$ cat src/rtl/e203_lsu_biu_osd_buf_pkg.sv
// Shared constants and types for the LSU-to-BIU outstanding buffer.
// The optional error-address capture is enabled by E203_LSU_OSD_ERR_CAPTURE_EN.
package e203_lsu_biu_osd_buf_pkg;

    localparam int E203_ADDR_SIZE   = 32;
    localparam int E203_XLEN        = 32;
    localparam int E203_LSU_OSD_MAX = 2;

    typedef struct packed {
        logic       read;
        logic       lock;
        logic       excl;
        logic [1:0] size;
    } icb_cmd_ctrl_t;

    localparam icb_cmd_ctrl_t CMD_CTRL_RST = '{read: 1'b0, lock: 1'b0, excl: 1'b0, size: 2'b00};

    // A depth-1 FIFO still needs a 1-bit pointer to keep the vectors legal.
    function automatic int osd_ptr_w(input int dp);
        return (dp > 1) ? $clog2(dp) : 1;
    endfunction

endpackage

$ cat src/rtl/e203_lsu_biu_osd_buf_chk.sv
// Simulation-only invariants of the outstanding buffer.
module e203_lsu_biu_osd_buf_chk #(
    parameter int OSD_MAX = 2,
    parameter int CW      = 2
) (
    input logic          clk,
    input logic          rst,
    input logic          o_rsp_valid,
    input logic          rsp_full,
    input logic          rsp_empty,
    input logic          addr_empty,
    input logic [CW-1:0] osd_cnt
);

    // The outstanding cap guarantees the BIU never offers a response into a full buffer.
    a_no_rsp_overflow: assert property (@(posedge clk) disable iff (rst) !(o_rsp_valid && rsp_full));

    a_cnt_cap: assert property (@(posedge clk) disable iff (rst) osd_cnt <= CW'(OSD_MAX));

    a_addr_tracks_rsp: assert property (@(posedge clk) disable iff (rst) !(!rsp_empty && addr_empty));

endmodule

$ cat src/rtl/e203_lsu_osd_fifo.sv
// Register-based synchronous FIFO (DP entries x DW bits); the head is read
// straight from storage, so a pushed entry is visible on the next cycle.
module e203_lsu_osd_fifo
    import e203_lsu_biu_osd_buf_pkg::*;
#(
    parameter int DP = 2,
    parameter int DW = 32
) (
    input  logic          clk,
    input  logic          rst,
    input  logic          push,
    input  logic          pop,
    input  logic [DW-1:0] din,
    output logic [DW-1:0] dout,
    output logic          full,
    output logic          empty
);

    localparam int PW = osd_ptr_w(DP);
    localparam int CW = $clog2(DP) + 1;
    localparam logic [PW-1:0] LAST_PTR = PW'(DP - 1);
    localparam logic [PW-1:0] PTR_ONE  = PW'(1);
    localparam logic [CW-1:0] DEPTH_C  = CW'(DP);
    localparam logic [CW-1:0] CNT_ONE  = CW'(1);

    logic [DW-1:0] mem_r [DP];
    logic [PW-1:0] wr_ptr_r;
    logic [PW-1:0] rd_ptr_r;
    logic [CW-1:0] cnt_r;
    logic          do_push_s;
    logic          do_pop_s;

    // Pop on empty is ignored; push on full cannot happen but is guarded anyway.
    assign do_push_s = push & ~full;
    assign do_pop_s  = pop & ~empty;

    // Storage, wrapping pointers and occupancy count.
    always_ff @(posedge clk) begin
        if (rst) begin
            wr_ptr_r <= {PW{1'b0}};
            rd_ptr_r <= {PW{1'b0}};
            cnt_r    <= {CW{1'b0}};
            for (int i = 0; i < DP; i++) begin
                mem_r[i] <= {DW{1'b0}};
            end
        end else begin
            if (do_push_s) begin
                mem_r[wr_ptr_r] <= din;
                wr_ptr_r        <= (wr_ptr_r == LAST_PTR) ? {PW{1'b0}} : wr_ptr_r + PTR_ONE;
            end
            if (do_pop_s) begin
                rd_ptr_r <= (rd_ptr_r == LAST_PTR) ? {PW{1'b0}} : rd_ptr_r + PTR_ONE;
            end
            case ({do_push_s, do_pop_s})
                2'b10:   cnt_r <= cnt_r + CNT_ONE;
                2'b01:   cnt_r <= cnt_r - CNT_ONE;
                default: cnt_r <= cnt_r;
            endcase
        end
    end

    assign dout  = mem_r[rd_ptr_r];
    assign full  = (cnt_r == DEPTH_C);
    assign empty = (cnt_r == {CW{1'b0}});

endmodule

$ cat src/rtl/e203_lsu_biu_osd_buf.sv
// Registered cmd slice, outstanding cap and response buffer between the LSU and the BIU.
// Optional error-address capture: define E203_LSU_OSD_ERR_CAPTURE_EN.
module e203_lsu_biu_osd_buf
    import e203_lsu_biu_osd_buf_pkg::*;
#(
    parameter int OSD_MAX = E203_LSU_OSD_MAX,
    parameter int AW      = E203_ADDR_SIZE,
    parameter int DW      = E203_XLEN
) (
    input  logic                     clk,
    input  logic                     rst,

    input  logic                     i_icb_cmd_valid,
    output logic                     i_icb_cmd_ready,
    input  logic [AW-1:0]            i_icb_cmd_addr,
    input  logic                     i_icb_cmd_read,
    input  logic [DW-1:0]            i_icb_cmd_wdata,
    input  logic [DW/8-1:0]          i_icb_cmd_wmask,
    input  logic                     i_icb_cmd_lock,
    input  logic                     i_icb_cmd_excl,
    input  logic [1:0]               i_icb_cmd_size,

    output logic                     i_icb_rsp_valid,
    input  logic                     i_icb_rsp_ready,
    output logic                     i_icb_rsp_err,
    output logic                     i_icb_rsp_excl_ok,
    output logic [DW-1:0]            i_icb_rsp_rdata,
    output logic [AW-1:0]            i_icb_rsp_addr,

    output logic                     o_icb_cmd_valid,
    input  logic                     o_icb_cmd_ready,
    output logic [AW-1:0]            o_icb_cmd_addr,
    output logic                     o_icb_cmd_read,
    output logic [DW-1:0]            o_icb_cmd_wdata,
    output logic [DW/8-1:0]          o_icb_cmd_wmask,
    output logic                     o_icb_cmd_lock,
    output logic                     o_icb_cmd_excl,
    output logic [1:0]               o_icb_cmd_size,

    input  logic                     o_icb_rsp_valid,
    output logic                     o_icb_rsp_ready,
    input  logic                     o_icb_rsp_err,
    input  logic                     o_icb_rsp_excl_ok,
    input  logic [DW-1:0]            o_icb_rsp_rdata,

`ifdef E203_LSU_OSD_ERR_CAPTURE_EN
    input  logic                     err_clr,
    output logic                     err_vld,
    output logic [AW-1:0]            err_addr,
`endif
    output logic [$clog2(OSD_MAX):0] osd_cnt,
    output logic                     osd_idle
);

    localparam int CW = $clog2(OSD_MAX) + 1;
    localparam int RW = DW + 2;
    localparam logic [CW-1:0] OSD_MAX_C = CW'(OSD_MAX);
    localparam logic [CW-1:0] CNT_ONE   = CW'(1);

    logic            slice_vld_r;
    logic [AW-1:0]   slice_addr_r;
    logic [DW-1:0]   slice_wdata_r;
    logic [DW/8-1:0] slice_wmask_r;
    icb_cmd_ctrl_t   slice_ctrl_r;
    logic [CW-1:0]   osd_cnt_r;

    logic            cmd_ready_s;
    logic            cmd_hsk_s;
    logic            rsp_hsk_s;
    logic            o_rsp_hsk_s;
    logic            addr_full_s;
    logic            addr_empty_s;
    logic            rsp_full_s;
    logic            rsp_empty_s;
    logic [RW-1:0]   rsp_din_s;
    logic [RW-1:0]   rsp_dout_s;

    // Ready depends only on registered state and the BIU ready, never on cmd valid.
    assign cmd_ready_s = (osd_cnt_r < OSD_MAX_C) & (~slice_vld_r | o_icb_cmd_ready) & ~addr_full_s;
    assign cmd_hsk_s   = i_icb_cmd_valid & cmd_ready_s;
    assign rsp_hsk_s   = ~rsp_empty_s & i_icb_rsp_ready;
    assign o_rsp_hsk_s = o_icb_rsp_valid & ~rsp_full_s;

    // One-entry cmd slice: reloads on accept, empties on drain, otherwise holds.
    always_ff @(posedge clk) begin
        if (rst) begin
            slice_vld_r   <= 1'b0;
            slice_addr_r  <= {AW{1'b0}};
            slice_wdata_r <= {DW{1'b0}};
            slice_wmask_r <= {(DW/8){1'b0}};
            slice_ctrl_r  <= CMD_CTRL_RST;
        end else if (cmd_hsk_s) begin
            slice_vld_r   <= 1'b1;
            slice_addr_r  <= i_icb_cmd_addr;
            slice_wdata_r <= i_icb_cmd_wdata;
            slice_wmask_r <= i_icb_cmd_wmask;
            slice_ctrl_r  <= '{read: i_icb_cmd_read, lock: i_icb_cmd_lock,
                               excl: i_icb_cmd_excl, size: i_icb_cmd_size};
        end else if (o_icb_cmd_ready) begin
            slice_vld_r   <= 1'b0;
        end
    end

    // Outstanding count: accepted commands minus responses delivered to the LSU.
    always_ff @(posedge clk) begin
        if (rst) begin
            osd_cnt_r <= {CW{1'b0}};
        end else begin
            case ({cmd_hsk_s, rsp_hsk_s})
                2'b10:   osd_cnt_r <= osd_cnt_r + CNT_ONE;
                2'b01:   osd_cnt_r <= osd_cnt_r - CNT_ONE;
                default: osd_cnt_r <= osd_cnt_r;
            endcase
        end
    end

    e203_lsu_osd_fifo #(.DP(OSD_MAX), .DW(AW)) u_addr_fifo (
        .clk   (clk),
        .rst   (rst),
        .push  (cmd_hsk_s),
        .pop   (rsp_hsk_s),
        .din   (i_icb_cmd_addr),
        .dout  (i_icb_rsp_addr),
        .full  (addr_full_s),
        .empty (addr_empty_s)
    );

    assign rsp_din_s = {o_icb_rsp_err, o_icb_rsp_excl_ok, o_icb_rsp_rdata};

    e203_lsu_osd_fifo #(.DP(OSD_MAX), .DW(RW)) u_rsp_fifo (
        .clk   (clk),
        .rst   (rst),
        .push  (o_rsp_hsk_s),
        .pop   (rsp_hsk_s),
        .din   (rsp_din_s),
        .dout  (rsp_dout_s),
        .full  (rsp_full_s),
        .empty (rsp_empty_s)
    );

`ifdef E203_LSU_OSD_ERR_CAPTURE_EN
    logic          err_vld_r;
    logic [AW-1:0] err_addr_r;

    // Sticky first-error address; a clear wins over a same-cycle capture.
    always_ff @(posedge clk) begin
        if (rst) begin
            err_vld_r  <= 1'b0;
            err_addr_r <= {AW{1'b0}};
        end else if (err_clr) begin
            err_vld_r  <= 1'b0;
            err_addr_r <= {AW{1'b0}};
        end else if (rsp_hsk_s & rsp_dout_s[RW-1] & ~err_vld_r) begin
            err_vld_r  <= 1'b1;
            err_addr_r <= i_icb_rsp_addr;
        end
    end

    assign err_vld  = err_vld_r;
    assign err_addr = err_addr_r;
`endif

    assign i_icb_cmd_ready   = cmd_ready_s;
    assign i_icb_rsp_valid   = ~rsp_empty_s;
    assign i_icb_rsp_err     = rsp_dout_s[RW-1];
    assign i_icb_rsp_excl_ok = rsp_dout_s[RW-2];
    assign i_icb_rsp_rdata   = rsp_dout_s[DW-1:0];
    assign o_icb_rsp_ready   = ~rsp_full_s;

    assign o_icb_cmd_valid   = slice_vld_r;
    assign o_icb_cmd_addr    = slice_addr_r;
    assign o_icb_cmd_read    = slice_ctrl_r.read;
    assign o_icb_cmd_wdata   = slice_wdata_r;
    assign o_icb_cmd_wmask   = slice_wmask_r;
    assign o_icb_cmd_lock    = slice_ctrl_r.lock;
    assign o_icb_cmd_excl    = slice_ctrl_r.excl;
    assign o_icb_cmd_size    = slice_ctrl_r.size;

    assign osd_cnt  = osd_cnt_r;
    assign osd_idle = (osd_cnt_r == {CW{1'b0}}) & ~slice_vld_r;

    e203_lsu_biu_osd_buf_chk #(.OSD_MAX(OSD_MAX), .CW(CW)) u_chk (
        .clk         (clk),
        .rst         (rst),
        .o_rsp_valid (o_icb_rsp_valid),
        .rsp_full    (rsp_full_s),
        .rsp_empty   (rsp_empty_s),
        .addr_empty  (addr_empty_s),
        .osd_cnt     (osd_cnt_r)
    );

endmodule

$ cat config.mk
export PLATFORM = sky130hd
export DESIGN_NAME = e203_lsu_biu_osd_buf
export DESIGN_NICKNAME = d
export VERILOG_FILES = /design/src/rtl/e203_lsu_biu_osd_buf_pkg.sv /design/src/rtl/e203_lsu_biu_osd_buf_chk.sv /design/src/rtl/e203_lsu_osd_fifo.sv /design/src/rtl/e203_lsu_biu_osd_buf.sv
export SDC_FILE = /design/constraint.sdc
export NUM_CORES = 1
export LEC_CHECK = 0
export ABC_AREA = 0
export CORE_ASPECT_RATIO = 0.6
export CORE_MARGIN = 1
export CORE_UTILIZATION = 48
export CTS_BUF_LIST = sky130_fd_sc_hd__clkbuf_8
export CTS_CLUSTER_DIAMETER = 50
export DETAILED_ROUTE_END_ITERATION = 12
export PLACE_DENSITY = 0.88
export SLEW_MARGIN = 40
export SYNTH_ARGS = -nofsm -noshare
export SYNTH_HDL_FRONTEND = slang
export SYNTH_HIERARCHICAL = 1
export SYNTH_SLANG_ARGS = --single-unit
$ cat constraint.sdc
create_clock -name clk -period 3.8 [get_ports clk]
set_input_delay 0.57 -clock clk [delete_from_list [all_inputs] [get_ports clk]]
set_output_delay 0.57 -clock clk [all_outputs]
set_load 0.05 [all_outputs]
## Yosys cells after proc, flatten, opt, wreduce, memory -nomap -nowiden

Memories as Yosys holds them, arrays and structs flattened. A register that Yosys moved wholly into a read port is not among the register bits.
Index checks and enable logic that the tools add are counted.

| word-level totals | value |
|---|---|
| register bits after elaboration | 84 |
| bits in writable memories | 132 |
| input port bits | 113 |
| output and inout bits | 146 |
| word-level logic and storage cells | 88 |
| memories | 2 |

| cells by class | value |
|---|---|
| add/subtract/negate cells | 10 |
| $lt $le $gt $ge | 1 |
| equality and inequality tests | 8 |
| multiplexer cells | 27 |
| bitwise operators | 16 |
| reduce and logical (&&, ||, !) cells | 9 |

Memory list:

| memory | depth | width | read ports | clocked after Yosys merged registers in | write ports | line | source |
|---|---|---|---|---|---|---|---|
| u_rsp_fifo.mem_r | 2 | 34 | 1 | 1 | 2 | e203_lsu_osd_fifo.sv:26 | `logic [DW-1:0] mem_r [DP];` |
| u_addr_fifo.mem_r | 2 | 32 | 1 | 1 | 2 | e203_lsu_osd_fifo.sv:26 |  |

Operators with widths:

| kind | number |
|---|---|
| $mux W34 | 1 |
| $reduce_or A34 Y1 | 1 |
| $mux W32 | 1 |
| $reduce_or A32 Y1 | 1 |
| $mux W1 | 22 |
| $pmux W2 S2 | 3 |
| $and A1 B1 Y1 | 10 |
| $eq A2 B2 Y1 const B | 5 |
| $reduce_bool A2 Y1 | 4 |
| $add A2 B1 Y2 const B | 3 |
| $eq A2 B1 Y1 const B | 3 |
| $logic_not A2 Y1 | 3 |
| $sub A2 B1 Y2 const B | 3 |
| $not A1 Y1 | 5 |
| $add A1 B1 Y1 const B | 4 |
| $lt A2 B2 Y1 const B | 1 |
| $or A1 B1 Y1 | 1 |

## Depth between registers and ports, before layout

| depth | value |
|---|---|
| word-level depth | 11 |
| mapped depth | 11 |
| mapped depth without buffers | 10 |

## By module

Netlist, hierarchy kept.

Modules (own cells, without submodules):

| module | instances | cells each | area an instance (sq um) | seq. area each (sq um) |
|---|---|---|---|---|
| e203_lsu_biu_osd_buf | 1 | 337 | 3,494.6 | 1,521.5 |
| e203_lsu_osd_fifo (u_rsp_fifo) | 1 | 246 | 3,213.1 | 2,142.1 |
| e203_lsu_osd_fifo (u_addr_fifo) | 1 | 234 | 3,046.7 | 2,021.9 |

## Worst setup path after synthesis

Ideal clock, no wire load.

| timing path | value |
|---|---|
| path kind | register to register |
| from | register osd_cnt_r[1], in the netlist osd_cnt[1] |
| to | memory u_addr_fifo.mem_r[0][0] (enable) |
| setup time | 0.394 ns |
| data arrival time | 2.376 ns |
| required time | 3.406 ns |
| path slack | 1.030 ns |
| stages on the path, launching flop included | 9 |
| buffers on the path | 2 |
| clock period less this slack | 2.770 ns |
| cells stage by stage | dfxtp_1 nor2_2 nand3_2 inv_2 buf_4 inv_1 or3_1 buf_6 nand2b_1 |

RTL lines:

| what | line | source |
|---|---|---|
| start, declared | e203_lsu_biu_osd_buf.sv:65 | `logic [CW-1:0] osd_cnt_r;` |
| start signal, assigned | e203_lsu_biu_osd_buf.sv:107 | `osd_cnt_r <= {CW{1'b0}};` |
| start signal, assigned | e203_lsu_biu_osd_buf.sv:110 | `2'b10: osd_cnt_r <= osd_cnt_r + CNT_ONE;` |
| start signal, assigned | e203_lsu_biu_osd_buf.sv:111 | `2'b01: osd_cnt_r <= osd_cnt_r - CNT_ONE;` |
| end, declared | e203_lsu_osd_fifo.sv:26 |  |

==> metrics.md <==
| Metric | Value |
|---|---|
| CP Class | `flop to primary output` |
| Total power | `8.958 mW` |
| Clock transition at the registers of the reported paths | `0.06 ns` |
| Worst Tran Pin Value | `0.7079 ns` |
| Die H | `112.4 um` |
| CTS tree | `built` |
| TNS Setup | `0 ns` |
| Most frequent cells in the layout | `257 x clkdlybuf4s50_1, 214 x nand2b_1, 139 x nor2_1` |
| Rows | `39` |
| GRT Total Usage | `21.45%` |
| Hold Path Class | `flop to flop` |
| Slowest cell on the critical path | `clkdlybuf4s50_1` |
| Placed cell count | `1298` |
| Setup Fix Bufs, Post-CTS | `0` |
| Chip width | `186 um` |
| CP max FO | `34` |
| Initial DRC count | `454` |
| Pin count of the biggest net entering global routing | `86` |
| Most used routing layer | `met2` |
| Max clock buf depth | `3` |
| First-pass GRT wire length | `35.00 mm` |
| Total core area | `19470 sq um` |
| Met2 usage | `32.46%` |
| Via count | `6582` |
| Total Wirelength | `22.46 mm` |
| Gp weighted congestion | `0.7666` |
| DR pass1 iterations | `4` |
| Worst setup EP type | `primary output` |
| Antenna Diode Count | `0` |
| Vias per cell | `4.858` |
| Status | `finished, final reports clean` |
| Antenna violations before repair | `0` |
| FMAX | `336.2 MHz` |
| Worst EP required | `3.23 ns` |
| Die footprint | `20910 sq um` |
| Final Core Density | `66.69%` |
| Synth warn | `6` |
| ANT nets after route | `0` |
| DRC violations left | `0` |
| Clock Skew | `0.01408 ns` |
| # H-tree levels | `1` |
| CTS Sinks | `218` |
| Placed Area | `12400 sq um` |
| Startpoint Class | `flop` |
| Pleak | `4.907 nW` |
| Post-route insts no fill | `1355` |
| Routed WL per cell | `16.57 um` |
| Crit-path cells | `buf_4, mux2_2, clkdlybuf4s50_1` |
| Met3 GRT Util | `7.236%` |
| Synthesized area | `9751 sq um` |
| Post-CTS sizing | `0` |
| MaxCap Viol Count | `0` |
| Slew headroom | `52.81%` |
| Met1 usage | `29.82%` |
| Commonest non-fill, non-tap cell in the layout | `clkdlybuf4s50_1` |
| Clk_lat worst skew | `0.55 ns` |
| Number of global-route vias before repair | `6617` |
| RSZ-0062 raised after global routing | `false` |
| CP max stage delay | `0.73 ns` |
| Port bufs | `258` |
| Initial core utilization | `50.08%` |
| Total global routing overflow | `0` |
| Crit path DAT | `2.40 ns` |
| Cell area after layout | `12980 sq um` |
| Final setup vio count | `0` |
| Fillers | `1460` |
| Post-Syn Nets | `932` |
| CTS root buf | `clkbuf_8` |
| Crit path buf inv count | `2` |
| Final Max Slew Viols | `0` |
| Share of post-route cells with drive strength above 1 | `12.21%` |
| Syn Area/Cell | `11.95 sq um` |
| Top-level I/O count | `259` |
| DP HPWL | `15.05 mm` |
| Peak VDD IR | `0.4011 mV` |
| Area added between synthesis and finish | `33.16%` |
| P per Cell Area | `689.9 nW/um^2` |
| Delay-heaviest family, CP | `buffers and inverters` |
| Layout Nets | `1181` |
| Hold Vio Cnt, Final | `0` |
| Fin crit share | `78.27%` |
| TritonCTS buffer count | `31` |
| CTS Hold Buffers Added | `0` |
| Synth Instances | `816` |
| Period minus WS final | `2.974 ns` |
area by class of cell:
cell class	instances	area, sq um	share of cell area (%)
flip-flops and latches	218	5689	43.82
multi-input cells	537	3665	28.23
repair buffers	270	2686	20.69
clock buffers	36	495.5	3.816
well taps	266	332.8	2.563
clock inverters	21	86.33	0.6649
inverters	7	28.78	0.2216
final timing paths:
kind                                          start                                     to  slack [ns]  cells after the start
setup reg to reg  u_addr_fifo/cnt_r[0]$_SDFFE_PP0P_  u_addr_fifo/mem_r[0][8]$_SDFFCE_PN0P_        1.18                      9
hold / removal     o_icb_cmd_wdata[25]$_SDFFE_PP0P_       o_icb_cmd_wdata[25]$_SDFFE_PP0P_        0.47                      2
setup / recovery                               flop                    i_icb_rsp_rdata[18]        0.83                      3
hold reg to reg    o_icb_cmd_wdata[25]$_SDFFE_PP0P_       o_icb_cmd_wdata[25]$_SDFFE_PP0P_        0.47                      2
power breakdown:
| group | total (mW) | leakage [nW] | switching (mW) | internal [mW] |
|---|---|---|---|---|
| logic | 3.95 | 2.46 | 2.56 | 1.40 |
| registers | 3.28 | 2.11 | 0.218 | 3.07 |
| clock network | 1.72 | 0.336 | 0.861 | 0.860 |
| total | 8.96 | 4.91 | 3.64 | 5.32 |
through the flow:
stage / hold slack [ns] / setup slack [ns]
after global placement: 0.4575 / 0.8250
after CTS: 0.4752 / 0.5689
after global routing: 0.4863 / 0.7121
after floorplan: 0.4629 / 1.030
after detailed placement: 0.4621 / 0.7600
final: 0.4745 / 0.8257
flip-flops by register name, indices dropped and copies added, names as in the netlist, 2 cells and up, named ones only:
| signal | cells |
|---|---|
| u_rsp_fifo/mem_r | 68 |
| o_icb_cmd_wmask | 4 |
| u_addr_fifo/mem_r | 64 |
| u_addr_fifo/cnt_r | 2 |
| o_icb_cmd_wdata | 32 |
| u_rsp_fifo/cnt_r | 2 |
| o_icb_cmd_addr | 32 |
| osd_cnt | 2 |
| o_icb_cmd_size | 2 |
worst reg2reg max path, stage by stage, from the launching register on:
cell and delay (ns):
dfxtp_1 0.39, nand2b_2 0.19, inv_2 0.06, nor2_2 0.12
nand3_2 0.15, inv_4 0.31, inv_1 0.10, or3_1 0.39
nand2b_2 0.38, buf_12 0.24
routing by layer:
layer | wire [um] | up-vias
met5 | 0 | -
met4 | 318 | 0
met3 | 2037 | 26
met2 | 9891 | 200
met1 | 10210 | 3132
li1 | - | 3224
No activity file was read; power rests on OpenSTA's default activity.
